$ cat src/rtl/dmem_responder_if.sv
// Shared types and the requester/data-memory interface for dmem_responder.
// XLEN defaults to 32 when not supplied by the build.
`ifndef XLEN
`define XLEN 32
`endif

package dmem_pkg;
  typedef enum logic [1:0] {
    BUS_NONE  = 2'h0,
    BUS_LOAD  = 2'h1,
    BUS_STORE = 2'h2
  } BUS_COMMAND;

  typedef enum logic [1:0] {
    BYTE   = 2'h0,
    HALF   = 2'h1,
    WORD   = 2'h2,
    DOUBLE = 2'h3
  } MEM_SIZE;

  typedef enum logic {
    FU_LOAD  = 1'b0,
    FU_STORE = 1'b1
  } FU_MEM_CMD;

  typedef struct packed {
    FU_MEM_CMD         command;
    logic [`XLEN-1:0]  addr;
    logic [`XLEN-1:0]  data;
    MEM_SIZE           size;
  } FU_MEM_PACKET;
endpackage

interface dmem_if
  import dmem_pkg::*;
#(
  parameter int N_PORTS = 2
);
  logic         [N_PORTS-1:0]            mem_req;
  FU_MEM_PACKET [N_PORTS-1:0]            fu_mem_packet;
  logic         [N_PORTS-1:0]            mem_ack;
  logic         [N_PORTS-1:0]            mem_err;
  logic         [N_PORTS-1:0][`XLEN-1:0] Dmem2proc_data;
  BUS_COMMAND                            proc2Dmem_command;
  logic         [`XLEN-1:0]              proc2Dmem_addr;
  logic         [63:0]                   proc2Dmem_data;
  MEM_SIZE                               proc2Dmem_size;
  logic         [3:0]                    Mem2proc_response;
  logic         [63:0]                   Mem2proc_data;
  logic         [3:0]                    Mem2proc_tag;

  modport slave (
    input  mem_req, fu_mem_packet, Mem2proc_response, Mem2proc_data, Mem2proc_tag,
    output mem_ack, mem_err, Dmem2proc_data,
           proc2Dmem_command, proc2Dmem_addr, proc2Dmem_data, proc2Dmem_size
  );

  modport master (
    output mem_req, fu_mem_packet, Mem2proc_response, Mem2proc_data, Mem2proc_tag,
    input  mem_ack, mem_err, Dmem2proc_data,
           proc2Dmem_command, proc2Dmem_addr, proc2Dmem_data, proc2Dmem_size
  );
endinterface

$ cat src/rtl/dmem_responder.sv
// Arbitrates FU load/store requests onto the tagged data-memory bus and acks each one.
// DMEM_RR_ARB_EN selects round-robin arbitration; otherwise lowest port index wins.
module dmem_responder
  import dmem_pkg::*;
#(
  parameter int N_PORTS = 2
) (
  input logic  clock,
  input logic  reset,
  dmem_if.slave bus
);
  localparam int PW = (N_PORTS > 1) ? $clog2(N_PORTS) : 1;

  typedef enum logic [1:0] {IDLE, SEND, WAIT, ACK} state_t;

  state_t                          state_q, state_d;
  logic [PW-1:0]                   grant_q, grant_d;
  FU_MEM_CMD                       cmd_q, cmd_d;
  logic [2:0]                      off_q, off_d;
  logic                            err_q, err_d;
  logic [3:0]                      tag_q, tag_d;
  logic [`XLEN-1:0]                baddr_q, baddr_d;
  logic [63:0]                     bdata_q, bdata_d;
  MEM_SIZE                         bsize_q, bsize_d;
  logic [N_PORTS-1:0][`XLEN-1:0]   rdata_q, rdata_d;
`ifdef DMEM_RR_ARB_EN
  logic [PW-1:0]                   rr_q, rr_d;
`endif

  logic [PW-1:0]                   sel;
  FU_MEM_PACKET                    req_pkt;
  logic [N_PORTS-1:0]              ack_vec;
  BUS_COMMAND                      bus_cmd;

  function automatic logic misaligned(input MEM_SIZE s, input logic [2:0] a);
    case (s)
      HALF:    return a[0];
      WORD:    return |a[1:0];
      default: return 1'b0;
    endcase
  endfunction

  function automatic logic [63:0] store_lane(input logic [`XLEN-1:0] d, input logic [2:0] off);
    logic [63:0] ext;
    ext = 64'(d);
    return ext << {off, 3'b000};
  endfunction

  function automatic logic [`XLEN-1:0] load_extract(input logic [63:0] blk, input logic [2:0] off);
    logic [63:0] sh;
    sh = blk >> {off, 3'b000};
    return sh[`XLEN-1:0];
  endfunction

  // Arbitration: only consulted in IDLE, so the grant stays locked until ACK.
  always_comb begin
    sel = grant_q;
`ifdef DMEM_RR_ARB_EN
    begin
      logic found;
      int   idx;
      found = 1'b0;
      idx   = 0;
      for (int k = 0; k < N_PORTS; k++) begin
        idx = (int'(rr_q) + k) % N_PORTS;
        if (!found && bus.mem_req[idx]) begin
          sel   = PW'(idx);
          found = 1'b1;
        end
      end
    end
`else
    for (int i = N_PORTS - 1; i >= 0; i--) begin
      if (bus.mem_req[i]) sel = PW'(i);
    end
`endif
    req_pkt = bus.fu_mem_packet[sel];
  end

  always_comb begin
    state_d = state_q;
    grant_d = grant_q;
    cmd_d   = cmd_q;
    off_d   = off_q;
    err_d   = err_q;
    tag_d   = tag_q;
    baddr_d = baddr_q;
    bdata_d = bdata_q;
    bsize_d = bsize_q;
    rdata_d = rdata_q;
`ifdef DMEM_RR_ARB_EN
    rr_d    = rr_q;
`endif
    ack_vec = '0;
    bus_cmd = BUS_NONE;

    case (state_q)
      IDLE: begin
        if (|bus.mem_req) begin
          grant_d = sel;
          cmd_d   = req_pkt.command;
          off_d   = req_pkt.addr[2:0];
          err_d   = misaligned(req_pkt.size, req_pkt.addr[2:0]);
          if (req_pkt.command == FU_LOAD) begin
            baddr_d = {req_pkt.addr[`XLEN-1:3], 3'b000};
            bsize_d = DOUBLE;
            bdata_d = '0;
          end else begin
            baddr_d = req_pkt.addr;
            bsize_d = req_pkt.size;
            bdata_d = store_lane(req_pkt.data, req_pkt.addr[2:0]);
          end
          state_d = err_d ? ACK : SEND;
        end
      end
      SEND: begin
        bus_cmd = (cmd_q == FU_LOAD) ? BUS_LOAD : BUS_STORE;
        // A zero response means the bus rejected us; hold everything and retry.
        if (bus.Mem2proc_response != 4'd0) begin
          if (cmd_q == FU_LOAD) begin
            tag_d   = bus.Mem2proc_response;
            state_d = WAIT;
          end else begin
            state_d = ACK;
          end
        end
      end
      WAIT: begin
        if (bus.Mem2proc_tag != 4'd0 && bus.Mem2proc_tag == tag_q) begin
          rdata_d[grant_q] = load_extract(bus.Mem2proc_data, off_q);
          state_d          = ACK;
        end
      end
      ACK: begin
        ack_vec[grant_q] = 1'b1;
        tag_d            = 4'd0;
        state_d          = IDLE;
`ifdef DMEM_RR_ARB_EN
        rr_d = (grant_q == PW'(N_PORTS - 1)) ? '0 : grant_q + 1'b1;
`endif
      end
      default: state_d = IDLE;
    endcase
  end

  always_ff @(posedge clock or posedge reset) begin
    if (reset) begin
      state_q <= IDLE;
      grant_q <= '0;
      cmd_q   <= FU_LOAD;
      off_q   <= '0;
      err_q   <= 1'b0;
      tag_q   <= 4'd0;
      baddr_q <= '0;
      bdata_q <= '0;
      bsize_q <= BYTE;
      rdata_q <= '0;
`ifdef DMEM_RR_ARB_EN
      rr_q    <= '0;
`endif
    end else begin
      state_q <= state_d;
      grant_q <= grant_d;
      cmd_q   <= cmd_d;
      off_q   <= off_d;
      err_q   <= err_d;
      tag_q   <= tag_d;
      baddr_q <= baddr_d;
      bdata_q <= bdata_d;
      bsize_q <= bsize_d;
      rdata_q <= rdata_d;
`ifdef DMEM_RR_ARB_EN
      rr_q    <= rr_d;
`endif
    end
  end

  assign bus.mem_ack           = ack_vec;
  assign bus.mem_err           = err_q ? ack_vec : '0;
  assign bus.Dmem2proc_data    = rdata_q;
  assign bus.proc2Dmem_command = bus_cmd;
  assign bus.proc2Dmem_addr    = baddr_q;
  assign bus.proc2Dmem_data    = bdata_q;
  assign bus.proc2Dmem_size    = bsize_q;
endmodule

$ cat src/flat_wrapper.sv
// flat-port wrapper written by rule: the top's interface ports become plain ports
module dmem_responder_flat import dmem_pkg::*;
#(
  parameter int N_PORTS = 2
)
  (clock, reset, bus_mem_req, bus_fu_mem_packet, bus_Mem2proc_response, bus_Mem2proc_data, bus_Mem2proc_tag, bus_mem_ack, bus_mem_err, bus_Dmem2proc_data, bus_proc2Dmem_command, bus_proc2Dmem_addr, bus_proc2Dmem_data, bus_proc2Dmem_size);
  dmem_if #(.N_PORTS(N_PORTS)) bus_i ();
  input logic clock;
  input logic reset;
  input wire logic [$bits(bus_i.mem_req)-1:0] bus_mem_req;
  input wire logic [$bits(bus_i.fu_mem_packet)-1:0] bus_fu_mem_packet;
  input wire logic [$bits(bus_i.Mem2proc_response)-1:0] bus_Mem2proc_response;
  input wire logic [$bits(bus_i.Mem2proc_data)-1:0] bus_Mem2proc_data;
  input wire logic [$bits(bus_i.Mem2proc_tag)-1:0] bus_Mem2proc_tag;
  output wire logic [$bits(bus_i.mem_ack)-1:0] bus_mem_ack;
  output wire logic [$bits(bus_i.mem_err)-1:0] bus_mem_err;
  output wire logic [$bits(bus_i.Dmem2proc_data)-1:0] bus_Dmem2proc_data;
  output wire logic [$bits(bus_i.proc2Dmem_command)-1:0] bus_proc2Dmem_command;
  output wire logic [$bits(bus_i.proc2Dmem_addr)-1:0] bus_proc2Dmem_addr;
  output wire logic [$bits(bus_i.proc2Dmem_data)-1:0] bus_proc2Dmem_data;
  output wire logic [$bits(bus_i.proc2Dmem_size)-1:0] bus_proc2Dmem_size;
  assign bus_i.mem_req = bus_mem_req;
  assign bus_i.fu_mem_packet = bus_fu_mem_packet;
  assign bus_i.Mem2proc_response = bus_Mem2proc_response;
  assign bus_i.Mem2proc_data = bus_Mem2proc_data;
  assign bus_i.Mem2proc_tag = bus_Mem2proc_tag;
  assign bus_mem_ack = bus_i.mem_ack;
  assign bus_mem_err = bus_i.mem_err;
  assign bus_Dmem2proc_data = bus_i.Dmem2proc_data;
  assign bus_proc2Dmem_command = bus_i.proc2Dmem_command;
  assign bus_proc2Dmem_addr = bus_i.proc2Dmem_addr;
  assign bus_proc2Dmem_data = bus_i.proc2Dmem_data;
  assign bus_proc2Dmem_size = bus_i.proc2Dmem_size;
  dmem_responder #(.N_PORTS(N_PORTS)) u_core (.clock(clock), .reset(reset), .bus(bus_i));
endmodule
$ cat config.mk
export PLATFORM = sky130hd
export DESIGN_NAME = dmem_responder_flat
export DESIGN_NICKNAME = d
export VERILOG_FILES = /design/src/rtl/dmem_responder_if.sv /design/src/rtl/dmem_responder.sv /design/src/flat_wrapper.sv
export SDC_FILE = /design/constraint.sdc
export NUM_CORES = 1
export LEC_CHECK = 0
export ABC_CLOCK_PERIOD_IN_PS = 5700
export BUFFER_PORTS_ARGS = -buffer_cell sky130_fd_sc_hd__buf_2
export CAP_MARGIN = 20
export CORE_MARGIN = 2
export CORE_UTILIZATION = 30
export CTS_CLUSTER_DIAMETER = 120
export CTS_CLUSTER_SIZE = 28
export DETAILED_ROUTE_END_ITERATION = 8
export PLACE_DENSITY = 0.54
export SETUP_SLACK_MARGIN = 0.15
export SYNTH_ARGS = -nofsm -noshare
export SYNTH_HDL_FRONTEND = slang
export SYNTH_SLANG_ARGS = --single-unit
$ cat constraint.sdc
create_clock -name clock -period 5.7 [get_ports clock]
set_clock_uncertainty 0.05 [all_clocks]
set_input_delay 0.285 -clock clock [delete_from_list [all_inputs] [get_ports clock]]
set_output_delay 0.285 -clock clock [all_outputs]
set_load 0.01 [all_outputs]
==> impl_metrics.csv, run 1 <==
group,metric,value,unit
global_routing,grt_use_total,0.215,
cells_and_area,layout.cells.non_filler,1815,
global_routing,grt_pass1_vias,9265,
global_routing,antenna_found_initial,3,
critical_path,critPathKind,"register to register",
timing,worst_pin_slew,983,ps
synth,ys.flop_type,"dfrtp_1",
floorplan,io_pins,378,
detailed_routing,drc,0,
timing,max_freq,315,MHz
cts,clk_latency,420,ps
critical_path,critPathMaxFanout,68,
placed_design,hpwlAfterDp,29.5,mm
synth,synth_cell_type_count,56,
cts,cts_hold_buf,1,
synth,synth_edf_count,0,
synth,synthesis.area,0.0101,sq mm
synth,yosys_warnings,0,
timing,final_hold_viol_count,0,
global_routing,grt.busiest_layer,"met2",
synth,syn-instance-count,1025,
global_routing,grt_max_degree,78,
detailed_routing,wirelength,38.6,mm
cells_and_area,num-fill-cells,3434,
pwr,power_leakage,0.00645,uW
synth,synth-seq-area-share,0.429,
timing,fin_crit,3170,ps
synth,synth_async_sr_flop_share,1.00,
timing,fin_crit_sh,0.556,
timing,setup_violations,0,
global_routing,overflow,0,
cts,cts_setup_buffers,0,
cts,cts_tree,"done",
timing,holdWs,59.7,ps
job,drv_cap,0,
critical_path,critPathLaunchType,"register",
global_routing,grt_pass1_wl,58.0,mm
floorplan,num_rows,67,
synth,synth_seq_cells,174,
min_path,hold_path.class,"input port to register",
detailed_routing,wl_per_cell,21.3,um
floorplan,die-area,0.0353,sq mm
global_routing,met2_usage,0.370,
placed_design,place_congestion,0.921,
floorplan,chipWidth,188,um
detailed_routing,vias_per_cell,5.18,
cts,clkTransAtPathRegs,60,ps
cells_and_area,layout.nets,1572,
placed_design,place_inst,1783,
cts,cts_root_buffer,"clkbuf_16",
cells_and_area,multiInputGateArea,0.00536,sq mm
critical_path,end_kind,"register",
critical_path,critPathRequiredTime,6000,ps
cts,cts_made_buffers,17,
global_routing,met3_usage,0.0481,
placed_design,io_buffers,377,
timing,rsz0062_at_grt,"false",
detailed_routing,vias,9397,
detailed_routing,postRouteAntennaNets,0,
detailed_routing,drtIter0Drc,573,
timing,slew_violations,0,
timing,finalSetupTns,0,ps
global_routing,use_met1,0.268,
cells_and_area,ff_latch_area,0.00436,sq mm
synth,synth.net_count,1242,
pwr,p_per_area,465,mW/mm^2
critical_path,arrival,3470,ps
timing,maxSlewHeadroom,0.345,
floorplan,dieHeight,188,um
pwr,ir_worst_vdd,0.198,mV
cells_and_area,antenna_cells,0,
cells_and_area,areaGrowthSynthToFinish,27.4,%
cts,clock-sinks,174,
floorplan,start_util,0.303,
cts,htree_levels,4,
cts,cts_max_path_buffers,2,
cells_and_area,drive_gt1_frac,0.372,
synth,avgSynthCellArea,9.89,sq um
status,outcome,"complete, no violations",
floorplan,core_area,0.0334,sq mm
detailed_routing,dr.pass1.iters,5,
cts,postCtsResizedCells,0,
cells in the final DEF, fill, tap and decap left out, drive strengths merged, types with 2 or more instances in the layout:
cell type,instances
buf,389
dfrtp,174
nand2,168
mux2i,108
o21ai,94
mux2,56
nor2,54
a21oi,36
a31oi,33
nor2b,29
a211oi,25
clkbuf,20
mux4,16
a22o,15
inv,14
a2bb2oi,13
a221o,11
and2,9
nand3,9
a22oi,9
o211ai,8
o2bb2ai,8
o22a,8
ha,7
nor3,6
o221ai,5
a211o,4
o31ai,4
nand3b,4
clkinv,4
o22ai,3
xor2,3
clkinvlp,3
bufinv,3
o21a,2
a32o,2
nand4,2
through the flow:
step / utilization / worst slack [ps] / cell area (sq um) / power (uW)
after CTS: 0.386 / 2540 / 12900 / 6070
final: 0.386 / 2530 / 12900 / 6010
after detailed placement: 0.368 / 2550 / 12300 / 4830
after floorplan: - / 648 / 10100 / 3740
after global routing: 0.386 / 2310 / 12900 / 6400
after global placement: 0.368 / 2570 / 12300 / 4810
synth_stat cells, types with 13 or more instances:
cell,instances,share of area
a31oi_1,33,0.020
buf_2,20,0.0099
a21oi_1,36,0.018
nor2_1,53,0.020
clkbuf_1,39,0.014
nand2_1,166,0.061
nor2b_1,29,0.018
dfrtp_1,174,0.43
mux2i_1,105,0.10
a2bb2oi_1,13,0.011
a211oi_1,22,0.016
a22o_1,15,0.013
mux4_2,16,0.036
mux2_2,54,0.060
o21ai_0,88,0.043
flip-flops by register name (all words and copies together), names as in the netlist:
register                   flops
u_core.state_q                 2
u_core.bus.proc2Dmem_data     64
u_core.off_q                   3
u_core.grant_q                 1
u_core.bus.proc2Dmem_addr     32
u_core.bus.Dmem2proc_data     64
u_core.err_q                   1
u_core.tag_q                   4
u_core.bus.proc2Dmem_size      2
u_core.cmd_q                   1
routing by layer:
| metal | wire length [um] | share of wire |
|---|---|---|
| met1 | 16100 | 0.42 |
| met2 | 19100 | 0.49 |
| met4 | 841 | 0.022 |
| met3 | 2590 | 0.067 |
| met5 | 27 | 0.00070 |
power by group:
part	leakage, uW	switching [uW]	internal (uW)
Combinational	0.00389	1660	1150
Clock	0.000284	515	706
Sequential	0.00227	288	1690
Total	0.00645	2460	3550
critical path: stages (launching register included):
cell and delay, ps:
dfrtp_1 470, o21bai_4 510, buf_4 730, mux2i_2 590, nand2_2 290, o22ai_1 250, a221o_1 170
cell type report:
type	instances	share of cell area
multi-input cells	759	0.415
flip-flops and latches	174	0.337
repair buffers	390	0.154
well taps	448	0.0434
clock buffers	20	0.0346
clock inverters	11	0.0121
inverters	13	0.00416
logic make-up after synthesis:
kind of cell,count (synthesis),share of synthesized area
muxes,180,0.207
buffers and inverters,92,0.0444
AOI/OAI and AO/OA,283,0.186
adders and majority gates,7,0.00864
and+or+nand+nor,286,0.122
DFF,174,0.429
xor gates and xnor gates,3,0.00259
path summary, 6_finish.rpt:
path / from / endpoint / slack, ps / depth (start not counted)
setup / recovery: u_core.grant_q$_DFFE_PP0P_ / u_core.bus.proc2Dmem_data[55]$_DFFE_PP0P_ / 2530 / 6
hold / removal: bus_fu_mem_packet[127] / u_core.bus.proc2Dmem_addr[26]$_DFFE_PP0P_ / 60 / 3
setup reg to reg: u_core.grant_q$_DFFE_PP0P_ / u_core.bus.proc2Dmem_data[55]$_DFFE_PP0P_ / 2530 / 6
hold reg to reg: u_core.bus.proc2Dmem_data[62]$_DFFE_PP0P_ / u_core.bus.proc2Dmem_data[62]$_DFFE_PP0P_ / 420 / 2
max in group asynchronous: reset / u_core.bus.proc2Dmem_data[54]$_DFFE_PP0P_ / 3920 / 4
min in group asynchronous: reset / u_core.bus.Dmem2proc_data[11]$_DFFE_PP0P_ / 450 / 3
(Power assumes the default switching activity.)
==> run 2, diff against run 1 <==
--- a/config.mk
+++ b/config.mk
@@ -5,7 +5,7 @@
 export SDC_FILE = /design/constraint.sdc
 export NUM_CORES = 1
 export LEC_CHECK = 0
-export ABC_CLOCK_PERIOD_IN_PS = 5700
+export ABC_CLOCK_PERIOD_IN_PS = 3200
 export BUFFER_PORTS_ARGS = -buffer_cell sky130_fd_sc_hd__buf_2
 export CAP_MARGIN = 20
 export CORE_MARGIN = 2
==> constraint.sdc (replaced) <==
create_clock -name clock -period 3.2 [get_ports clock]
set_clock_uncertainty 0.05 [all_clocks]
set_input_delay 0.16 -clock clock [delete_from_list [all_inputs] [get_ports clock]]
set_output_delay 0.16 -clock clock [all_outputs]
set_load 0.01 [all_outputs]
==> run 2 against run 1 <==
Global-route usage is 0.074 points lower. Non-clock buffer count is 75 higher. Worst setup slack got worse by 2300 ps. Hold slack got worse by 25 ps. Clock-buffer cell count increased by 3. Maximum frequency is 8.4% higher. Sequential share of layout area fell by 2.1 points. Utilization up 2.5 points. Routed wire length is 0.22% higher. Cell count grew 4.4%. Critical path type unchanged. Largest power group unchanged.
==> impl_metrics.csv, run 2 (synthesis gave the netlist of run 1 again) <==
group,metric,value,unit
timing,rsz0062_at_grt,"false",
placed_design,io_buffers,377,
global_routing,grt_use_total,0.214,
critical_path,critPathMaxFanout,35,
detailed_routing,vias,9767,
critical_path,worst_path_most_repeated_cell,"buf_4",
critical_path,timing.rr.end,"u_core.bus.proc2Dmem_addr[31]$_DFFE_PP0P_",
cells_and_area,drive_gt1_frac,0.360,
pwr,p_per_area,823,mW/mm^2
cts,cts_max_path_buffers,2,
global_routing,grt_pass1_wl,57.8,mm
cts,cts_root_buffer,"clkbuf_16",
critical_path,reg2reg_depth,6,
timing,fin_crit,2920,ps
global_routing,overflow,0,
pwr,switching_power,4430,uW
cts,cts_made_buffers,17,
critical_path,worst_path_largest_cell_delay,580,ps
cts,clk_latency,440,ps
cells_and_area,layout.nets,1647,
timing,worst_pin_slew,890,ps
placed_design,place_ws,481,ps
cts,htree_levels,4,
timing,max_freq,342,MHz
min_path,holdPathEnd,"u_core.bus.proc2Dmem_addr[0]$_DFFE_PP0P_",
timing,setup_violations,0,
detailed_routing,drtIter0Drc,523,
min_path,hold_depth,3,
timing,final_hold_viol_count,0,
critical_path,arrival,3250,ps
pwr,sw_frac_of_total,0.391,
timing,timing.final.ws_setup,276,ps
cells_and_area,mostFrequentLayoutCells,"buf_2, dfrtp_1, nand2_1",
timing,slew_violations,0,
pwr,power_leakage,0.00681,uW
placed_design,hpwlAfterDp,29.2,mm
cts,clkTransAtPathRegs,70,ps
timing,finalSetupTns,0,ps
cts,cts_tree,"done",
global_routing,antenna_found_initial,8,
status,outcome,"complete, no violations",
floorplan,core_area,0.0334,sq mm
critical_path,rrSetupSlack,280,ps
detailed_routing,wirelength,38.7,mm
placed_design,place_congestion,0.895,
detailed_routing,postRouteAntennaNets,0,
cells_and_area,final_common_cell,"buf_2",
pwr,p_seq_frac,0.314,
critical_path,r2r_start,"u_core.grant_q$_DFFE_PP0P_",
critical_path,crit_chain,"o21bai_4 -> buf_4 -> buf_4 -> nand2_1 -> a31oi_1 -> dlygate4sd3_1",
critical_path,slowest_stage,"dlygate4sd3_1",
detailed_routing,vias_per_cell,5.15,
cts,postCtsResizedCells,0,
floorplan,num_rows,67,
detailed_routing,dr.pass1.iters,6,
pwr,power.share.clock,0.208,
floorplan,io_pins,378,
pwr,combPwrFrac,0.478,
floorplan,chipWidth,188,um
critical_path,worstSetupStartpoint,"u_core.grant_q$_DFFE_PP0P_",
cells_and_area,areaGrowthSynthToFinish,35.8,%
critical_path,end_kind,"register",
pwr,ir_worst_vdd,0.383,mV
job,drv_cap,0,
cts,clock-sinks,174,
global_routing,grt_pass1_vias,9630,
timing,maxSlewHeadroom,0.406,
critical_path,critPathLaunchType,"register",
pwr,p_int,6900,uW
floorplan,start_util,0.303,
min_path,hold_start,"bus_fu_mem_packet[133]",
floorplan,die-area,0.0353,sq mm
critical_path,critPathRequiredTime,3530,ps
global_routing,grt_max_degree,61,
min_path,hold_path.class,"input port to register",
detailed_routing,wl_per_cell,20.4,um
critical_path,critPathKind,"register to register",
floorplan,dieHeight,188,um
timing,fin_crit_sh,0.914,
detailed_routing,drc,0,
cells_and_area,final_util,0.412,
[run 2: area by class of cell]
class,instances,area (sq um)
Timing Repair Buffer,465,2770
Fill cell,3357,19700
Sequential cell,174,4360
Antenna cell,4,10.0
Inverter,13,52.6
Clock inverter,9,181
Clock buffer,23,478
Multi-Input combinational cell,759,5360
Tap cell,448,561
[run 2: how the worst max path moves through the flow]
| stage | to | slack (ps) | cells after the start |
|---|---|---|---|
| 3_3_place_gp | u_core.bus.proc2Dmem_data[62]$_DFFE_PP0P_ | 530 | 7 |
| 6_report | u_core.bus.proc2Dmem_addr[31]$_DFFE_PP0P_ | 280 | 6 |
| 4_1_cts | u_core.bus.proc2Dmem_addr[31]$_DFFE_PP0P_ | 340 | 6 |
| 2_1_floorplan | u_core.bus.Dmem2proc_data[0]$_DFFE_PP0P_ | 770 | 1 |
| 5_1_grt | u_core.bus.proc2Dmem_addr[31]$_DFFE_PP0P_ | 160 | 6 |
| 3_5_place_dp | u_core.bus.proc2Dmem_data[62]$_DFFE_PP0P_ | 480 | 7 |
[run 2: worst max-delay path, delay by kind of cell (launching register included)]
family | cells | cell delay, ps
AOI/OAI and AO/OA | 2 | 640
buffers and inverters | 3 | 1500
DFF | 1 | 480
and+or+nand+nor | 1 | 140
[run 2: power groups by stage]
stage,registers (uW),logic [uW],clock network (uW)
2_1_floorplan,3810,2850,0
3_3_place_gp,3580,5020,0
3_5_place_dp,3580,5070,0
4_1_cts,3560,5450,2420
5_1_grt,3660,5910,2490
6_report,3560,5420,2360
[run 2: stage by stage]
stage / instances / cell area (sq um) / hold WS, ps / power [uW]
after floorplan: 1025 / 10100 / 257 / 6660
after global placement: 1795 / 12500 / 327 / 8600
after detailed placement: 1795 / 12500 / 334 / 8650
after CTS: 1891 / 13800 / 14.9 / 11400
after global routing: 1892 / 13800 / 43.2 / 12100
final: 1895 / 13800 / 34.7 / 11300
[run 2: routing by layer]
metal | global-route usage | share of wire | vias up
li1 | - | - | 4560
met3 | 0.0590 | 0.076 | 45
met2 | 0.383 | 0.50 | 396
met5 | 0 | 0.0012 | -
met1 | 0.251 | 0.40 | 4758
met4 | 0.0600 | 0.020 | 8
[run 2: timing repair]
item	in CTS	in global routing
setup buffers	0	0
endpoints found under the hold margin	64	0
setup endpoints to repair	0	0
hold buffers	64	0
